$ cat config.mk
export PLATFORM = sky130hd
export DESIGN_NAME = mem_access_unit_flat
export DESIGN_NICKNAME = d
export VERILOG_FILES = /design/src/rtl/mem_access_unit_pkg.sv /design/src/rtl/mem_access_unit_if.sv /design/src/rtl/mem_access_unit_load_extend.sv /design/src/rtl/mem_access_unit.sv /design/src/flat_wrapper.sv
export SDC_FILE = /design/constraint.sdc
export NUM_CORES = 1
export LEC_CHECK = 0
export ABC_CLOCK_PERIOD_IN_PS = 3100
export BUFFER_PORTS_ARGS = -buffer_cell sky130_fd_sc_hd__buf_4
export CORE_ASPECT_RATIO = 2
export CORE_MARGIN = 1
export CORE_UTILIZATION = 45
export CTS_BUF_LIST = sky130_fd_sc_hd__clkbuf_8
export CTS_CLUSTER_DIAMETER = 80
export CTS_CLUSTER_SIZE = 40
export DETAILED_ROUTE_END_ITERATION = 12
export PLACE_DENSITY = 0.72
export SETUP_SLACK_MARGIN = 0.3
export SKIP_LAST_GASP = 1
export SLEW_MARGIN = 5
export SYNTH_ARGS = -nofsm -noshare
export SYNTH_HDL_FRONTEND = slang
export SYNTH_SLANG_ARGS = --single-unit
$ cat constraint.sdc
create_clock -name clk -period 3.1 [get_ports clk]
set_input_delay 0.62 -clock clk [delete_from_list [all_inputs] [get_ports clk]]
set_output_delay 0.62 -clock clk [all_outputs]
set_load 0.03 [all_outputs]
$ cat src/rtl/mem_access_unit_pkg.sv
// Shared encodings for the load/store sequencer: RV32I funct3 values,
// instruction field range, FSM states and the funct3 legality check.
package mem_access_unit_pkg;

    localparam logic [2:0] F3_LB  = 3'b000;
    localparam logic [2:0] F3_LH  = 3'b001;
    localparam logic [2:0] F3_LW  = 3'b010;
    localparam logic [2:0] F3_LBU = 3'b100;
    localparam logic [2:0] F3_LHU = 3'b101;
    localparam logic [2:0] F3_SB  = 3'b000;
    localparam logic [2:0] F3_SH  = 3'b001;
    localparam logic [2:0] F3_SW  = 3'b010;

    localparam int IR_FUNCT3_HI = 14;
    localparam int IR_FUNCT3_LO = 12;

    typedef enum logic [1:0] {
        ST_IDLE   = 2'b00,
        ST_ACCESS = 2'b01,
        ST_RESP   = 2'b10
    } state_e;

    // Stores only have the signed encodings; the unsigned ones are load-only.
    function automatic logic funct3_legal(input logic we, input logic [2:0] f3);
        logic ok;
        case (f3)
            F3_LB, F3_LH, F3_LW: ok = 1'b1;
            F3_LBU, F3_LHU:      ok = !we;
            default:             ok = 1'b0;
        endcase
        return ok;
    endfunction

endpackage

$ cat src/rtl/mem_access_unit_if.sv
// Core request/response handshake plus the DataMem port set.
interface mem_access_unit_if #(
    parameter int ADDR_W = 8
);
    logic              req_valid;
    logic              req_ready;
    logic              req_we;
    logic [2:0]        req_funct3;
    logic [31:0]       req_addr;
    logic [31:0]       req_wdata;
    logic              resp_valid;
    logic [31:0]       resp_rdata;
    logic              resp_fault;
    logic              dm_read;
    logic              dm_write;
    logic [2:0]        dm_funct3;
    logic [ADDR_W-1:0] dm_addr;
    logic [31:0]       dm_wdata;
    logic [31:0]       dm_rdata;

    modport slave (
        input  req_valid, req_we, req_funct3, req_addr, req_wdata, dm_rdata,
        output req_ready, resp_valid, resp_rdata, resp_fault,
               dm_read, dm_write, dm_funct3, dm_addr, dm_wdata
    );

    modport master (
        output req_valid, req_we, req_funct3, req_addr, req_wdata, dm_rdata,
        input  req_ready, resp_valid, resp_rdata, resp_fault,
               dm_read, dm_write, dm_funct3, dm_addr, dm_wdata
    );
endinterface

$ cat src/rtl/mem_access_unit_load_extend.sv
// Byte-lane assembly and sign/zero extension keyed by load funct3; also
// usable by the writeback mux with lane_sel tied off.
module load_extend
    import mem_access_unit_pkg::*;
(
    input  logic [31:0] asm_in,
    input  logic [7:0]  lane_byte,
    input  logic [1:0]  lane_sel,
    input  logic [2:0]  funct3,
    output logic [31:0] asm_out,
    output logic [31:0] ext_out
);

    // drop the incoming byte into its lane
    always_comb begin
        asm_out = asm_in;
        case (lane_sel)
            2'd0:    asm_out[7:0]   = lane_byte;
            2'd1:    asm_out[15:8]  = lane_byte;
            2'd2:    asm_out[23:16] = lane_byte;
            2'd3:    asm_out[31:24] = lane_byte;
            default: asm_out        = asm_in;
        endcase
    end

    // extend the assembled value to 32 bits
    always_comb begin
        case (funct3)
            F3_LB:   ext_out = {{24{asm_out[7]}}, asm_out[7:0]};
            F3_LH:   ext_out = {{16{asm_out[15]}}, asm_out[15:0]};
            F3_LBU:  ext_out = {24'h000000, asm_out[7:0]};
            F3_LHU:  ext_out = {16'h0000, asm_out[15:0]};
            default: ext_out = asm_out;
        endcase
    end

endmodule

$ cat src/rtl/mem_access_unit.sv
// Load/store sequencer in front of DataMem: aligned accesses take one beat,
// misaligned ones are split into byte beats and reassembled.
module mem_access_unit
    import mem_access_unit_pkg::*;
#(
    parameter int ADDR_W      = 8,
    parameter bit MISALIGN_EN = 1'b1
) (
    input  logic             clk,
    input  logic             rst_n,
    mem_access_unit_if.slave bus
);

    state_e            state_r, state_s;
    logic              we_r, split_r;
    logic [2:0]        f3_r;
    logic [ADDR_W-1:0] addr_r;
    logic [31:0]       wdata_r, asm_r;
    logic [1:0]        beat_r, last_r;
    logic              req_ready_r, resp_valid_r, resp_fault_r;
    logic [31:0]       resp_rdata_r;

    logic              accept_s, range_bad_s, misalign_s, fault_s, split_s, last_beat_s;
    logic [1:0]        last_idx_s;
    logic [31:0]       asm_s, ext_s;
    logic              dm_read_s, dm_write_s;
    logic [2:0]        dm_funct3_s;
    logic [ADDR_W-1:0] dm_addr_s;
    logic [31:0]       dm_wdata_s;

    // request qualification in the accept cycle
    always_comb begin
        accept_s    = bus.req_valid && req_ready_r;
        range_bad_s = (bus.req_addr >> ADDR_W) != 32'd0;
        misalign_s  = ((bus.req_funct3[1:0] == 2'b10) && (bus.req_addr[1:0] != 2'b00)) ||
                      ((bus.req_funct3[1:0] == 2'b01) && bus.req_addr[0]);
        fault_s     = !funct3_legal(bus.req_we, bus.req_funct3) || range_bad_s ||
                      (misalign_s && !MISALIGN_EN);
        split_s     = misalign_s && MISALIGN_EN;
        if (split_s) begin
            last_idx_s = (bus.req_funct3[1:0] == 2'b10) ? 2'd3 : 2'd1;
        end else begin
            last_idx_s = 2'd0;
        end
        last_beat_s = (beat_r == last_r);
    end

    load_extend u_load_extend (
        .asm_in    (asm_r),
        .lane_byte (bus.dm_rdata[7:0]),
        .lane_sel  (beat_r),
        .funct3    (f3_r),
        .asm_out   (asm_s),
        .ext_out   (ext_s)
    );

    // state register
    always_ff @(posedge clk) begin
        if (!rst_n) begin
            state_r <= ST_IDLE;
        end else begin
            state_r <= state_s;
        end
    end

    // next state and DataMem port drive; strobes are gated by rst_n so a
    // reset edge can never commit a write
    always_comb begin
        state_s     = state_r;
        dm_read_s   = 1'b0;
        dm_write_s  = 1'b0;
        dm_funct3_s = split_r ? F3_SB : f3_r;
        dm_addr_s   = addr_r + ADDR_W'(beat_r);
        dm_wdata_s  = split_r ? {24'h000000, wdata_r[{beat_r, 3'b000} +: 8]} : wdata_r;
        case (state_r)
            ST_IDLE: begin
                if (accept_s) begin
                    state_s = fault_s ? ST_RESP : ST_ACCESS;
                end else begin
                    state_s = ST_IDLE;
                end
            end
            ST_ACCESS: begin
                dm_read_s  = rst_n && !we_r;
                dm_write_s = rst_n && we_r;
                if (last_beat_s) begin
                    state_s = ST_RESP;
                end else begin
                    state_s = ST_ACCESS;
                end
            end
            ST_RESP: state_s = ST_IDLE;
            default: state_s = ST_IDLE;
        endcase
    end

    // request latch, beat counter, assembly and registered response
    always_ff @(posedge clk) begin
        if (!rst_n) begin
            we_r         <= 1'b0;
            split_r      <= 1'b0;
            f3_r         <= 3'b000;
            addr_r       <= '0;
            wdata_r      <= 32'h0;
            asm_r        <= 32'h0;
            beat_r       <= 2'd0;
            last_r       <= 2'd0;
            req_ready_r  <= 1'b1;
            resp_valid_r <= 1'b0;
            resp_fault_r <= 1'b0;
            resp_rdata_r <= 32'h0;
        end else begin
            if (accept_s) begin
                we_r    <= bus.req_we;
                split_r <= split_s;
                f3_r    <= bus.req_funct3;
                addr_r  <= bus.req_addr[ADDR_W-1:0];
                wdata_r <= bus.req_wdata;
                last_r  <= last_idx_s;
                beat_r  <= 2'd0;
                asm_r   <= 32'h0;
            end else if (state_r == ST_ACCESS) begin
                beat_r <= beat_r + 2'd1;
                if (!we_r) begin
                    asm_r <= asm_s;
                end else begin
                    asm_r <= asm_r;
                end
            end else begin
                beat_r <= beat_r;
            end

            req_ready_r  <= (state_s == ST_IDLE);
            resp_valid_r <= (state_s == ST_RESP);
            if (accept_s && fault_s) begin
                resp_fault_r <= 1'b1;
                resp_rdata_r <= 32'h0;
            end else if ((state_r == ST_ACCESS) && last_beat_s) begin
                resp_fault_r <= 1'b0;
                resp_rdata_r <= we_r ? 32'h0 : (split_r ? ext_s : bus.dm_rdata);
            end else begin
                resp_fault_r <= 1'b0;
                resp_rdata_r <= 32'h0;
            end
        end
    end

    assign bus.req_ready  = req_ready_r;
    assign bus.resp_valid = resp_valid_r;
    assign bus.resp_rdata = resp_rdata_r;
    assign bus.resp_fault = resp_fault_r;
    assign bus.dm_read    = dm_read_s;
    assign bus.dm_write   = dm_write_s;
    assign bus.dm_funct3  = dm_funct3_s;
    assign bus.dm_addr    = dm_addr_s;
    assign bus.dm_wdata   = dm_wdata_s;

endmodule

$ cat src/flat_wrapper.sv
// flat-port wrapper written by rule: the top's interface ports become plain ports
module mem_access_unit_flat import mem_access_unit_pkg::*;
#(
    parameter int ADDR_W      = 8,
    parameter bit MISALIGN_EN = 1'b1
)
  (clk, rst_n, bus_req_valid, bus_req_we, bus_req_funct3, bus_req_addr, bus_req_wdata, bus_dm_rdata, bus_req_ready, bus_resp_valid, bus_resp_rdata, bus_resp_fault, bus_dm_read, bus_dm_write, bus_dm_funct3, bus_dm_addr, bus_dm_wdata);
  mem_access_unit_if #(.ADDR_W(ADDR_W)) bus_i ();
  input  logic clk;
  input  logic rst_n;
  input wire logic [$bits(bus_i.req_valid)-1:0] bus_req_valid;
  input wire logic [$bits(bus_i.req_we)-1:0] bus_req_we;
  input wire logic [$bits(bus_i.req_funct3)-1:0] bus_req_funct3;
  input wire logic [$bits(bus_i.req_addr)-1:0] bus_req_addr;
  input wire logic [$bits(bus_i.req_wdata)-1:0] bus_req_wdata;
  input wire logic [$bits(bus_i.dm_rdata)-1:0] bus_dm_rdata;
  output wire logic [$bits(bus_i.req_ready)-1:0] bus_req_ready;
  output wire logic [$bits(bus_i.resp_valid)-1:0] bus_resp_valid;
  output wire logic [$bits(bus_i.resp_rdata)-1:0] bus_resp_rdata;
  output wire logic [$bits(bus_i.resp_fault)-1:0] bus_resp_fault;
  output wire logic [$bits(bus_i.dm_read)-1:0] bus_dm_read;
  output wire logic [$bits(bus_i.dm_write)-1:0] bus_dm_write;
  output wire logic [$bits(bus_i.dm_funct3)-1:0] bus_dm_funct3;
  output wire logic [$bits(bus_i.dm_addr)-1:0] bus_dm_addr;
  output wire logic [$bits(bus_i.dm_wdata)-1:0] bus_dm_wdata;
  assign bus_i.req_valid = bus_req_valid;
  assign bus_i.req_we = bus_req_we;
  assign bus_i.req_funct3 = bus_req_funct3;
  assign bus_i.req_addr = bus_req_addr;
  assign bus_i.req_wdata = bus_req_wdata;
  assign bus_i.dm_rdata = bus_dm_rdata;
  assign bus_req_ready = bus_i.req_ready;
  assign bus_resp_valid = bus_i.resp_valid;
  assign bus_resp_rdata = bus_i.resp_rdata;
  assign bus_resp_fault = bus_i.resp_fault;
  assign bus_dm_read = bus_i.dm_read;
  assign bus_dm_write = bus_i.dm_write;
  assign bus_dm_funct3 = bus_i.dm_funct3;
  assign bus_dm_addr = bus_i.dm_addr;
  assign bus_dm_wdata = bus_i.dm_wdata;
  mem_access_unit #(.ADDR_W(ADDR_W), .MISALIGN_EN(MISALIGN_EN)) u_core (.clk(clk), .rst_n(rst_n), .bus(bus_i));
endmodule
# After elaboration in Yosys (flattened, before gate mapping)
# Index checks and enable logic that the tools add are counted.
[word_totals]
reg_bits = 118
in_bits = 103
output_inout_bits = 80
[op_classes]
addsub = 2
n_eq_ne = 15
shift = 1
mux = 18
n_bitwise = 3
reduce_logical = 24
[ops]
columns = ["operator", "n"]
rows = [
  ["one-hot mux 32 bit (4 select lines)", 1],
  ["2-to-1 mux 32 bit", 2],
  ["2-to-1 mux 8 bit", 4],
  ["nonzero test 32 bit", 1],
  ["variable part select 32 x 6 -> 8 bit", 1],
  ["== test 3 bit, second input constant", 4],
  ["2-to-1 mux 2 bit", 5],
  ["adder 8 x 2 -> 8 bit", 1],
  ["== test 2 bit, second input constant", 4],
  ["logical AND 1 bit", 7],
  ["== test 2 x 1 -> 1 bit, second input constant", 3],
  ["== test 3 x 1 -> 1 bit, second input constant", 2],
  ["zero test 2 bit", 3],
  ["zero test 3 bit", 2],
  ["one-hot mux 2 bit (2 select lines)", 1],
  ["OR reduction 2 bit", 2],
  ["OR reduction 4 bit", 1],
  ["== test 3 x 2 -> 1 bit, second input constant", 1],
  ["zero test 1 bit", 3],
  ["2-to-1 mux 1 bit", 3],
  ["2-to-1 mux 3 bit", 1],
  ["inverter 1 bit", 3],
  ["OR reduction 3 bit", 1],
  ["adder 2 x 1 -> 2 bit, second input constant", 1],
  ["other kinds (5)", 6],
]

# Logic depth before layout (Yosys ltp)
[logic_depth]
depth_word = 9
depth_mapped = 10

# Modules after synthesis
# From an unflattened synthesis, not the netlist that was laid out.
[unflattened]
hier_cells = 659
area_unflattened_um2 = 5710.5
[by_module_without_submodules]
columns = ["mod", "n_inst", "cells_each", "area_per_inst_um2", "seq_area_each_um2"]
rows = [
  ["mem_access_unit", 1, 579, 4926.0, 2342.2],
  ["load_extend", 1, 80, 784.5, 0.0],
]

# Worst setup path before layout
# OpenSTA, ideal clock, no wires.
[synth_timing]
path_kind = "register to output"
start = "reg u_core.beat_r[1]"
end = "out bus_dm_addr[6]"
arrival_time_ps = 2229
t_required_ps = 2480
setup_slack_ps = 251
path_stages_with_launch = 8
n_path_buf = 2
path_cell_list = "dfxtp_1 > buf_4 > buf_1 > inv_1 > fa_1 > nor2_1 > nand3_1 > xnor2_1"
[synth_between]
elab_chain_len = 1
[synth_lines]
columns = ["element", "line_no", "rtl"]
rows = [
  ["from (decl)", "mem_access_unit.sv:19", "logic [1:0] beat_r, last_r;"],
  ["from (signal assigned)", "mem_access_unit.sv:123", "beat_r <= beat_r + 2'd1;"],
  ["from (signal assigned)", "mem_access_unit.sv:130", "beat_r <= beat_r;"],
  ["adder 8 x 2 -> 8 bit", "mem_access_unit.sv:73", "dm_addr_s = addr_r + ADDR_W'(beat_r);"],
  ["to (decl)", "flat_wrapper.sv:24", "output wire logic [$bits(bus_i.dm_addr)-1:0] bus_dm_addr;"],
]
# No other way between the ends.

# Worst setup path after layout
[layout_timing]
start = "reg u_core.beat_r[0]"
end = "out bus_dm_addr[6]"
# Same word-level chain as after synthesis.

==> results.json <==
{
  "grt_pass1_wl_mm": 25.0,
  "postSynthAreaPerCell_um2": 8.92,
  "share_of_the_yosys_chip_area_belonging_to_registers_pct": 41.4,
  "drt-wirelength-per-cell_um": 16.8,
  "dp.cells": 923,
  "finish.cell_count_without_fillers": 955,
  "critPathTopFamily": "adder cells",
  "clock_path_buffers": 2,
  "tritoncts": "yes",
  "overflow": 0,
  "required_ps": 2480,
  "r2r_start": "u_core.beat_r[0]",
  "layout-drive-gt1-share_pct": 34.3,
  "clk-insertion-delay-late_ps": 430,
  "grt_use_total_pct": 25.5,
  "holdCritStartpoint": "bus_req_addr[7]",
  "final_common_cell": "sky130_fd_sc_hd__buf_4",
  "cts_buffers": 17,
  "cts_max_level": 4,
  "maxSlewViolCount": 0,
  "area_growth_pct": 31.7,
  "row_count": 57,
  "worstHoldPathType": "primary input to flip-flop",
  "dr.first_iter.drc_count": 229,
  "synth_edf_count": 0,
  "cp.arrival_ps": 2080,
  "netlist-cell-type-count": 44,
  "layout_skew_ps": 8.71,
  "cts_setup_buffers": 0,
  "holdPathEnd": "u_core.addr_r[7]",
  "timing.reg2reg.worst_path_depth": 6,
  "slowest_stage": "sky130_fd_sc_hd__fa_1",
  "die_width_um": 81.3,
  "leakagePower_nw": 3.22,
  "die_height_um": 161,
  "async_reset_ff_share_pct": 0,
  "synth_nets": 745,
  "cp_slowest_stage_delay_ps": 410,
  "route.antenna.remaining_nets": 0,
  "synth.cell_area_um2": 5660,
  "clk_root_buffer_cell": "sky130_fd_sc_hd__clkbuf_8",
  "yosysWarnings": 0,
  "layout.filler_cells": 1108,
  "power_frac_clock_pct": 40.6,
  "power.ir.vdd_worst_v": 0.000336,
  "insertedDiodeCount": 0,
  "cell_depth_of_the_worst_hold_path": 3,
  "seq_power_share_pct": 45.3,
  "cp_buf_inv_count": 2,
  "max_freq_ghz": 0.371,
  "final_min_period_over_clock_period_pct": 87.0,
  "viasPerCell": 5.41,
  "worst_setup_path_start_kind": "flip-flop",
  "wl_mm": 16.1,
  "power_report.internal_total_w": 0.00258,
  "synthesis.instances": 635,
  "drt_pre_antenna_iters": 4,
  "grt_antenna_before_repair": 0,
  "period_minus_slack_ps": 2700,
  "reg2reg_setup_slack_ps": 890,
  "via_count_of_the_first_global_routing_pass": 5296,
  "die-area_um2": 13100,
  "power-per-cell-area_nw_per_um2": 468,
  "clock_sinks": 117,
  "total_power_w": 0.00349,
  "cap_viol_max_count": 0,
  "initial_core_util_pct": 46.4,
  "fin_nets": 905,
  "switching_power_w": 0.000912,
  "drc": 0,
  "setup-violations-final": 0,
  "p_comb_share_pct": 14.1,
  "top_level_ports": 183,
  "yosys_most_used_dff": "sky130_fd_sc_hd__dfxtp_1",
  "port-buffer-count": 182,
  "std_cell_core_area_um2": 12200,
  "maxSlewHeadroom_pct": 62.3,
  "hold_ws_ps": 450,
  "dp_hpwl_mm": 11.9,
  "setup_total_negative_slack_ps": 0,
  "most-common-layout-cells": "191 x sky130_fd_sc_hd__buf_4, 115 x sky130_fd_sc_hd__dfxtp_1, 112 x sky130_fd_sc_hd__nand2_1",
  "cp_max_fo": 7,
  "grt_start_max_net_pins": 53,
  "endpoint_kind": "output port",
  "timing_hold_violations_final": 0,
  "worstMarginPinSlew_ps": 564,
  "gpl.final_weighted_congestion": 0.838,
  "crit_path_cell_trace": "ha_2 -> inv_1 -> fa_1 -> nor2_2 -> nand3_1 -> xnor2_2 -> buf_4",
  "outcome": "completed",
  "synth-seq-cells": 117,
  "power.switching_fraction_pct": 26.1,
  "critical_path_class": "flip-flop to output port",
  "routed-via-count": 5162,
  "rsz0062_at_grt": "no",
  "worst_r2r_endpoint": "u_core.bus.resp_rdata[30]",
  "path_clk_slew_ps": 70
}
[layout make-up]
cell class / count / area (um2) / share of cell area, %
multi-input combinational: 463 / 3070 / 41.2
clock buffer: 19 / 262 / 3.51
inverter: 5 / 18.8 / 0.252
sequential: 117 / 2350 / 31.5
clock inverter: 13 / 141 / 1.90
timing repair buffer: 191 / 1430 / 19.2
tap: 147 / 184 / 2.47
[cell usage after synthesis, types with 2 or more instances]
| master | number | area (um2) |
|---|---|---|
| sky130_fd_sc_hd__a21boi_0 | 44 | 330 |
| sky130_fd_sc_hd__a21oi_1 | 13 | 65.1 |
| sky130_fd_sc_hd__and2_1 | 5 | 31.3 |
| sky130_fd_sc_hd__and3_1 | 17 | 106 |
| sky130_fd_sc_hd__buf_1 | 7 | 26.3 |
| sky130_fd_sc_hd__buf_2 | 11 | 55.1 |
| sky130_fd_sc_hd__buf_6 | 5 | 56.3 |
| sky130_fd_sc_hd__clkbuf_1 | 26 | 97.6 |
| sky130_fd_sc_hd__dfxtp_1 | 117 | 2340 |
| sky130_fd_sc_hd__ha_1 | 6 | 75.1 |
| sky130_fd_sc_hd__inv_1 | 4 | 15.0 |
| sky130_fd_sc_hd__mux2_2 | 25 | 282 |
| sky130_fd_sc_hd__mux2i_1 | 48 | 480 |
| sky130_fd_sc_hd__nand2_1 | 112 | 420 |
| sky130_fd_sc_hd__nand3_1 | 2 | 10.0 |
| sky130_fd_sc_hd__nand4_1 | 2 | 12.5 |
| sky130_fd_sc_hd__nor2_1 | 66 | 248 |
| sky130_fd_sc_hd__nor2b_1 | 29 | 181 |
| sky130_fd_sc_hd__nor3_1 | 8 | 40.0 |
| sky130_fd_sc_hd__nor3b_1 | 3 | 22.5 |
| sky130_fd_sc_hd__nor4_1 | 9 | 56.3 |
| sky130_fd_sc_hd__nor4_2 | 22 | 275 |
| sky130_fd_sc_hd__o211a_1 | 7 | 70.1 |
| sky130_fd_sc_hd__o21ai_0 | 5 | 25.0 |
| sky130_fd_sc_hd__o22ai_1 | 16 | 100 |
| sky130_fd_sc_hd__o41ai_1 | 2 | 17.5 |
| sky130_fd_sc_hd__xnor2_1 | 5 | 43.8 |
| sky130_fd_sc_hd__xor2_1 | 3 | 26.3 |
[worst max path at each step]
stage                     depth (start not counted)             end  slack, ps        startpoint
after floorplan                                   6  bus_dm_addr[4]        380  u_core.beat_r[1]
after global placement                            7  bus_dm_addr[6]        680  u_core.beat_r[0]
after detailed placement                          7  bus_dm_addr[6]        660  u_core.beat_r[0]
after CTS                                         7  bus_dm_addr[6]        310  u_core.beat_r[0]
after global routing                              7  bus_dm_addr[6]        300  u_core.beat_r[0]
final                                             7  bus_dm_addr[6]        400  u_core.beat_r[0]
[kinds of logic after synthesis]
group | after synthesis | synth area share (%)
adder cells (fa/ha/maj) | 7 | 1.68
AND/OR/NAND/NOR | 283 | 26.0
XOR/XNOR | 9 | 1.52
flip-flops | 117 | 41.4
multiplexers | 73 | 13.5
buffers and inverters | 55 | 4.62
AO/OA/AOI/OAI | 91 | 11.4
[power groups by stage]
stage / combinational (W) / clock [W] / sequential (W)
4_1_cts: 0.000496 / 0.00144 / 0.00158
6_report: 0.000492 / 0.00142 / 0.00158
5_1_grt: 0.000532 / 0.00152 / 0.00158
3_3_place_gp: 0.000487 / 0 / 0.00161
2_1_floorplan: 0.000279 / 0 / 0.00160
3_5_place_dp: 0.000493 / 0 / 0.00161
[stage by stage]
stage	util [%]	instance area, um2	worst slack [ps]
6_report	61.2	7460	402
5_1_grt	61.2	7460	298
4_1_cts	61.1	7450	309
3_5_place_dp	57.8	7050	665
3_3_place_gp	57.8	7050	676
2_1_floorplan	-	5670	381
[flip-flops by register name (all words and copies together) (netlist names)]
register / count
u_core.asm_r: 32
u_core.bus.resp_rdata: 32
u_core.wdata_r: 32
u_core.addr_r: 8
u_core.f3_r: 3
u_core.beat_r: 2
u_core.last_r: 2
u_core.state_r: 2
u_core.bus.req_ready: 1
u_core.bus.resp_fault: 1
u_core.bus.resp_valid: 1
u_core.we_r: 1
[layer usage]
metal	GRT usage, %	vias up	wire length (um)	share of wire [%]
met5	0	-	0	0
met4	14.1	0	687	4.3
met3	5.85	40	792	4.9
met2	46.9	216	9020	56
met1	25.0	2417	5550	35
li1	-	2489	-	-
[tightest hold or removal path: stages]
cell	delay (ps)
sky130_fd_sc_hd__buf_4	110
sky130_fd_sc_hd__nand2_1	40
sky130_fd_sc_hd__a21boi_0	60
[repair_timing]
| action | in CTS | in global routing |
|---|---|---|
| setup endpoints to repair | 2 | 2 |
| hold buffers | 0 | 0 |
| resized for setup | 1 | 3 |
| endpoints found under the hold margin | 0 | 0 |
| pin swaps | 0 | 1 |
(Power assumes the default switching activity.)
